[config.mk]
export PLATFORM = sky130hd
export DESIGN_NAME = maze_dfs_ctrl
export DESIGN_NICKNAME = d
export VERILOG_FILES = /design/src/rtl/maze_pkg.sv /design/src/rtl/maze_nbr_calc.sv /design/src/rtl/maze_dfs_ctrl.sv
export SDC_FILE = /design/constraint.sdc
export NUM_CORES = 1
export LEC_CHECK = 0
export BUFFER_PORTS_ARGS = -buffer_cell sky130_fd_sc_hd__buf_2
export CAP_MARGIN = 20
export CORE_UTILIZATION = 55
export DETAILED_ROUTE_END_ITERATION = 10
export GPL_ROUTABILITY_DRIVEN = 0
export PLACE_DENSITY = 0.9
export SYNTH_ARGS = -nofsm -noshare
export SYNTH_HDL_FRONTEND = slang
export SYNTH_HIERARCHICAL = 1
export SYNTH_SLANG_ARGS = --single-unit
[constraint.sdc]
create_clock -name clk -period 3.8 [get_ports clk]
set_clock_uncertainty 0.1 [all_clocks]
set_input_delay 0.19 -clock clk [delete_from_list [all_inputs] [get_ports clk]]
set_output_delay 0.19 -clock clk [all_outputs]
set_load 0.1 [all_outputs]
[src/rtl/maze_pkg.sv]
// rtl/maze_pkg.sv - shared types for the maze depth-first search controller
package maze_pkg;

  localparam int COORD_W = 4;

  typedef enum logic [1:0] {
    DIR_PX,
    DIR_PY,
    DIR_NX,
    DIR_NY
  } dir_e;

  typedef enum logic [3:0] {
    ST_IDLE,
    ST_INIT,
    ST_CHECK,
    ST_EVAL,
    ST_MOVE,
    ST_BACK,
    ST_POPW,
    ST_DONE,
    ST_NOPATH
  } state_e;

  typedef struct packed {
    logic [COORD_W-1:0] x;
    logic [COORD_W-1:0] y;
  } coord_t;

endpackage

[src/rtl/maze_nbr_calc.sv]
// rtl/maze_nbr_calc.sv - neighbor coordinate of cur in direction dir, flags grid exit
import maze_pkg::*;

module maze_nbr_calc (
  input  coord_t cur,
  input  dir_e   dir,
  output coord_t n,
  output logic   out_of_grid
);

  always_comb begin
    n           = cur;
    out_of_grid = 1'b0;
    case (dir)
      DIR_PX: begin
        n.x         = cur.x + COORD_W'(1);
        out_of_grid = &cur.x;
      end
      DIR_PY: begin
        n.y         = cur.y + COORD_W'(1);
        out_of_grid = &cur.y;
      end
      DIR_NX: begin
        n.x         = cur.x - COORD_W'(1);
        out_of_grid = (cur.x == '0);
      end
      default: begin
        n.y         = cur.y - COORD_W'(1);
        out_of_grid = (cur.y == '0);
      end
    endcase
  end

endmodule

[src/rtl/maze_dfs_ctrl.sv]
// rtl/maze_dfs_ctrl.sv - depth-first maze walker driving an external coordinate stack
import maze_pkg::*;

module maze_dfs_ctrl #(
  parameter int MAX_DEPTH = 64,
  parameter int GOAL_X    = 15,
  parameter int GOAL_Y    = 15
) (
  input  logic                 clk,
  input  logic                 rst,
  input  logic                 start,
  output logic [2*COORD_W-1:0] mem_addr,
  output logic                 mem_rd,
  input  logic                 mem_rdata,
  output logic                 mem_wr,
  output logic                 stk_push,
  output logic                 stk_pop,
  output logic [COORD_W-1:0]   stk_x,
  output logic [COORD_W-1:0]   stk_y,
  input  logic [COORD_W-1:0]   stk_x_out,
  input  logic [COORD_W-1:0]   stk_y_out,
  input  logic                 stk_fail,
  output logic [COORD_W-1:0]   cur_x,
  output logic [COORD_W-1:0]   cur_y,
  output logic                 busy,
  output logic                 done,
  output logic                 no_path
);

  localparam int DW = $clog2(MAX_DEPTH + 1);
  localparam logic [DW-1:0]      MAX_D = DW'(MAX_DEPTH);
  localparam logic [COORD_W-1:0] GX    = COORD_W'(GOAL_X);
  localparam logic [COORD_W-1:0] GY    = COORD_W'(GOAL_Y);

  state_e         state, state_n;
  coord_t         cur, cur_n, n;
  dir_e           dir, dir_n;
  logic [DW-1:0]  depth, depth_n;
  logic           oog;

  maze_nbr_calc u_nbr (
    .cur         (cur),
    .dir         (dir),
    .n           (n),
    .out_of_grid (oog)
  );

  always_ff @(posedge clk or posedge rst) begin
    if (rst) begin
      state <= ST_IDLE;
      cur   <= '0;
      dir   <= DIR_PX;
      depth <= '0;
    end else begin
      state <= state_n;
      cur   <= cur_n;
      dir   <= dir_n;
      depth <= depth_n;
    end
  end

  always_comb begin
    state_n  = state;
    cur_n    = cur;
    dir_n    = dir;
    depth_n  = depth;
    mem_addr = '0;
    mem_rd   = 1'b0;
    mem_wr   = 1'b0;
    stk_push = 1'b0;
    stk_pop  = 1'b0;
    stk_x    = '0;
    stk_y    = '0;
    case (state)
      ST_IDLE: begin
        if (start) begin
          state_n = ST_INIT;
          cur_n   = '0;
          dir_n   = DIR_PX;
          depth_n = '0;
        end
      end
      ST_INIT: begin
        mem_wr  = 1'b1;
        state_n = ST_CHECK;
      end
      ST_CHECK: begin
        // Off-grid neighbors are rejected without spending a memory read
        if (oog) begin
          if (dir == DIR_NY) state_n = ST_BACK;
          else               dir_n   = dir_e'(dir + 2'd1);
        end else begin
          mem_rd   = 1'b1;
          mem_addr = n;
          state_n  = ST_EVAL;
        end
      end
      ST_EVAL: begin
        if (!mem_rdata)          state_n = ST_MOVE;
        else if (dir == DIR_NY)  state_n = ST_BACK;
        else begin
          dir_n   = dir_e'(dir + 2'd1);
          state_n = ST_CHECK;
        end
      end
      ST_MOVE: begin
        if (depth == MAX_D) begin
          state_n = ST_NOPATH;
        end else begin
          stk_push = 1'b1;
          stk_x    = cur.x;
          stk_y    = cur.y;
          mem_wr   = 1'b1;
          mem_addr = n;
          cur_n    = n;
          depth_n  = depth + DW'(1);
          dir_n    = DIR_PX;
          state_n  = (n.x == GX && n.y == GY) ? ST_DONE : ST_CHECK;
        end
      end
      ST_BACK: begin
        stk_pop = 1'b1;
        state_n = ST_POPW;
      end
      ST_POPW: begin
        if (stk_fail) begin
          state_n = ST_NOPATH;
        end else begin
          cur_n.x = stk_x_out;
          cur_n.y = stk_y_out;
          depth_n = depth - DW'(1);
          dir_n   = DIR_PX;
          state_n = ST_CHECK;
        end
      end
      ST_DONE, ST_NOPATH: begin
        if (start) state_n = ST_IDLE;
      end
      default: state_n = ST_IDLE;
    endcase
  end

  assign cur_x   = cur.x;
  assign cur_y   = cur.y;
  assign done    = (state == ST_DONE);
  assign no_path = (state == ST_NOPATH);
  assign busy    = !(state == ST_IDLE || state == ST_DONE || state == ST_NOPATH);

endmodule

==> run summary <==
Starting Density -> 59.6%
Hpwl dp -> 3400 microns
Syn Inst Count -> 226
Number of synthesized register bits -> 21
First-pass GRT wire length -> 7620 microns
Resized cells post-CTS -> 0
Tmin final -> 3.27 ns
Syn. warnings -> 6
Clock slew at reported path FFs -> 0.12 ns
Crit share post-route -> 86.1%
Commonest non-fill, non-tap cell in the layout -> buf_2
IO Port Bufs -> 43
Critical Path Sink Type -> output port
Status -> finished, final reports clean
TritonCTS buffer count -> 3
Drt drc -> 0
Antenna violations before repair -> 0
Drt total wl -> 4750 microns
Syn Std Cell Area -> 1860 sq um
GRT overflow -> 0
Antenna fix cells -> 0
Hold_ws -> 0.0388 ns
EDFF count, synth -> 0
Area Growth Syn to Fin -> 19.0%
Worst slack, placed -> 0.934 ns
Layout cells sized above 1 -> 29.8%
Core box area -> 3130 sq um
Pin count of the biggest net entering global routing -> 22
Hold_buf cts -> 1
Final hold violations -> 0
Wire per inst -> 15.4 microns
H-tree depth -> 1
Via-per-instance ratio -> 6.12
Clk_lat worst skew -> 0.30 ns
Final worst slack -> 0.527 ns
CTS tree -> built
Post-synth ARST share -> 100%
# fillers -> 245
Register area -> 533 sq um
Synth cell types -> 52
Initial DRC count -> 188
Clk root buf -> clkbuf_4
Slew margin rel. -> 45.7%
TNS Setup -> 0 ns
Bufs on Longest Clock Path -> 2
Max Slew Vio Count -> 0
Syn nets -> 246
Leading cell types in the layout, fill and taps excluded -> 43 x buf_2, 25 x nor2_1, 15 x a21oi_1, 15 x dfrtp_1, 12 x nand2_1
RSZ-0062 raised after global routing -> false
Arr. time, crit path -> 2.98 ns
Req. time, crit path -> 3.51 ns
Total Routing Usage GR -> 28.1%
Reg2Reg Setup Slack -> 0.86 ns
Final Setup Violations -> 0
FP Rows -> 20
Multi-input gate area -> 1310 sq um
Min-Delay Path Class -> input port to flip-flop
Syn avg cell area -> 8.25 sq um
CTS Sinks -> 21
IO Pins -> 44
RR Endpoint -> state[0]$_DFFE_PP0P_
Final ANT Viol Nets -> 0
Nets -> 286
FF-to-FF path depth -> 9
Die Area -> 3630 sq um
Slew @ Worst Pin -> 0.814 ns
CP Class -> flip-flop to output port
Most used flip-flop cell after synthesis -> dfrtp_1
Register area share after synthesis -> 28.2%
Fmax -> 305 MHz
Vias in the first global route -> 1683
Chip height -> 60.2 microns
Post-CTS setup buffer count -> 0
Startpoint Class -> flip-flop
DR pass1 iterations -> 6
CP Max Fanout -> 18
Max-cap viol count -> 0
Critical Path Source -> dir[0]$_DFFE_PP0P_
Worst setup endpoint -> mem_addr[6]
Worst reg2reg startpoint -> dir[0]$_DFFE_PP0P_
Die Wd -> 60.2 microns
Vias -> 1891
registers in the layout, summed over array words and instances (netlist names):
signal	count
cur_y	4
cur_x	4
depth	7
dir	2
state	4
critical path, cell delays in order (launching register included):
cell and delay (ns):
dfrtp_1 0.61, nand2b_1 0.27, xnor2_1 0.15, ha_1 0.22, or3b_1 0.38, a21oi_2 0.17
xor2_1 0.28, nor2b_4 0.19, buf_2 0.42
worst min-delay path by stage:
| stage | depth (start not counted) | slack, ns | to | startpoint |
|---|---|---|---|---|
| floorplan | 1 | 0.07 | cur_x[3]$_DFFE_PP0P_ | rst |
| global placement | 2 | 0.28 | depth[3]$_DFFE_PP0P_ | rst |
| detailed placement | 2 | 0.29 | depth[3]$_DFFE_PP0P_ | rst |
| CTS | 2 | 0.04 | state[0]$_DFFE_PP0P_ | start |
| global route | 2 | 0.04 | state[0]$_DFFE_PP0P_ | start |
| finish | 3 | 0.04 | cur_x[1]$_DFFE_PP0P_ | stk_x_out[1] |
kinds of logic (layout without fill, tap and decap cells):
logic type               count (synthesis)  in the layout  synth area share (%)
adder cells (fa/ha/maj)                  7              7                  5.10
flip-flops                              21             21                  28.2
AO/OA/AOI/OAI                           55             55                  20.0
multiplexers                             9              9                  5.10
buffers and inverters                   24             63                  5.84
AND/OR/NAND/NOR                        101            101                  31.5
XOR/XNOR                                 9              9                  4.23
routing by layer:
metal | wire length (microns) | track usage, %
met3 | 297 | 4.76
met4 | 46 | 10.6
met1 | 2080 | 37.4
met5 | 0 | 0
met2 | 2320 | 45.2
cell type report:
| cell class | count | area share (%) |
|---|---|---|
| clock buffer | 4 | 1.18 |
| inverter | 11 | 1.86 |
| multi-input combinational | 181 | 58.9 |
| sequential | 21 | 24.0 |
| tap | 44 | 2.48 |
| timing repair buffer | 48 | 11.5 |
synthesized netlist by cell type (2+ instances only):
library cell,instances,area share [%]
o211ai_1,3,1.2
o31ai_1,2,0.81
nand2_1,12,2.4
clkbuf_1,5,1.0
o21ai_0,11,3.0
nand3_1,8,2.1
a31oi_1,3,1.0
mux2i_1,5,2.7
a211oi_1,2,0.81
o211ai_2,2,1.3
mux2_2,4,2.4
nor3_1,5,1.3
inv_1,10,2.0
dfrtp_1,21,28
nand4_1,2,0.67
nand3b_1,3,1.2
nand4bb_1,2,1.2
a221oi_1,8,3.8
and2_1,9,3.0
nor4_1,4,1.3
buf_2,6,1.6
nor2_1,26,5.2
and4b_1,2,1.1
a21oi_1,15,4.0
ha_1,6,4.0
nor2b_1,10,3.4
xnor2_1,6,2.8
nand2b_1,4,1.3
xor2_1,3,1.4
o22ai_1,2,0.67
nor3b_1,3,1.2
and3_1,2,0.67
metrics by stage:
step	instance area [sq um]	utilization [%]	std cells
2_1_floorplan	1950	-	226
3_3_place_gp	2180	69.8	304
3_5_place_dp	2180	69.8	304
4_1_cts	2220	70.9	309
5_1_grt	2220	70.9	309
6_report	2220	70.9	309
Power is not shown: default switching activity piles up to over one toggle a cycle in this logic, so the estimate is an artifact.
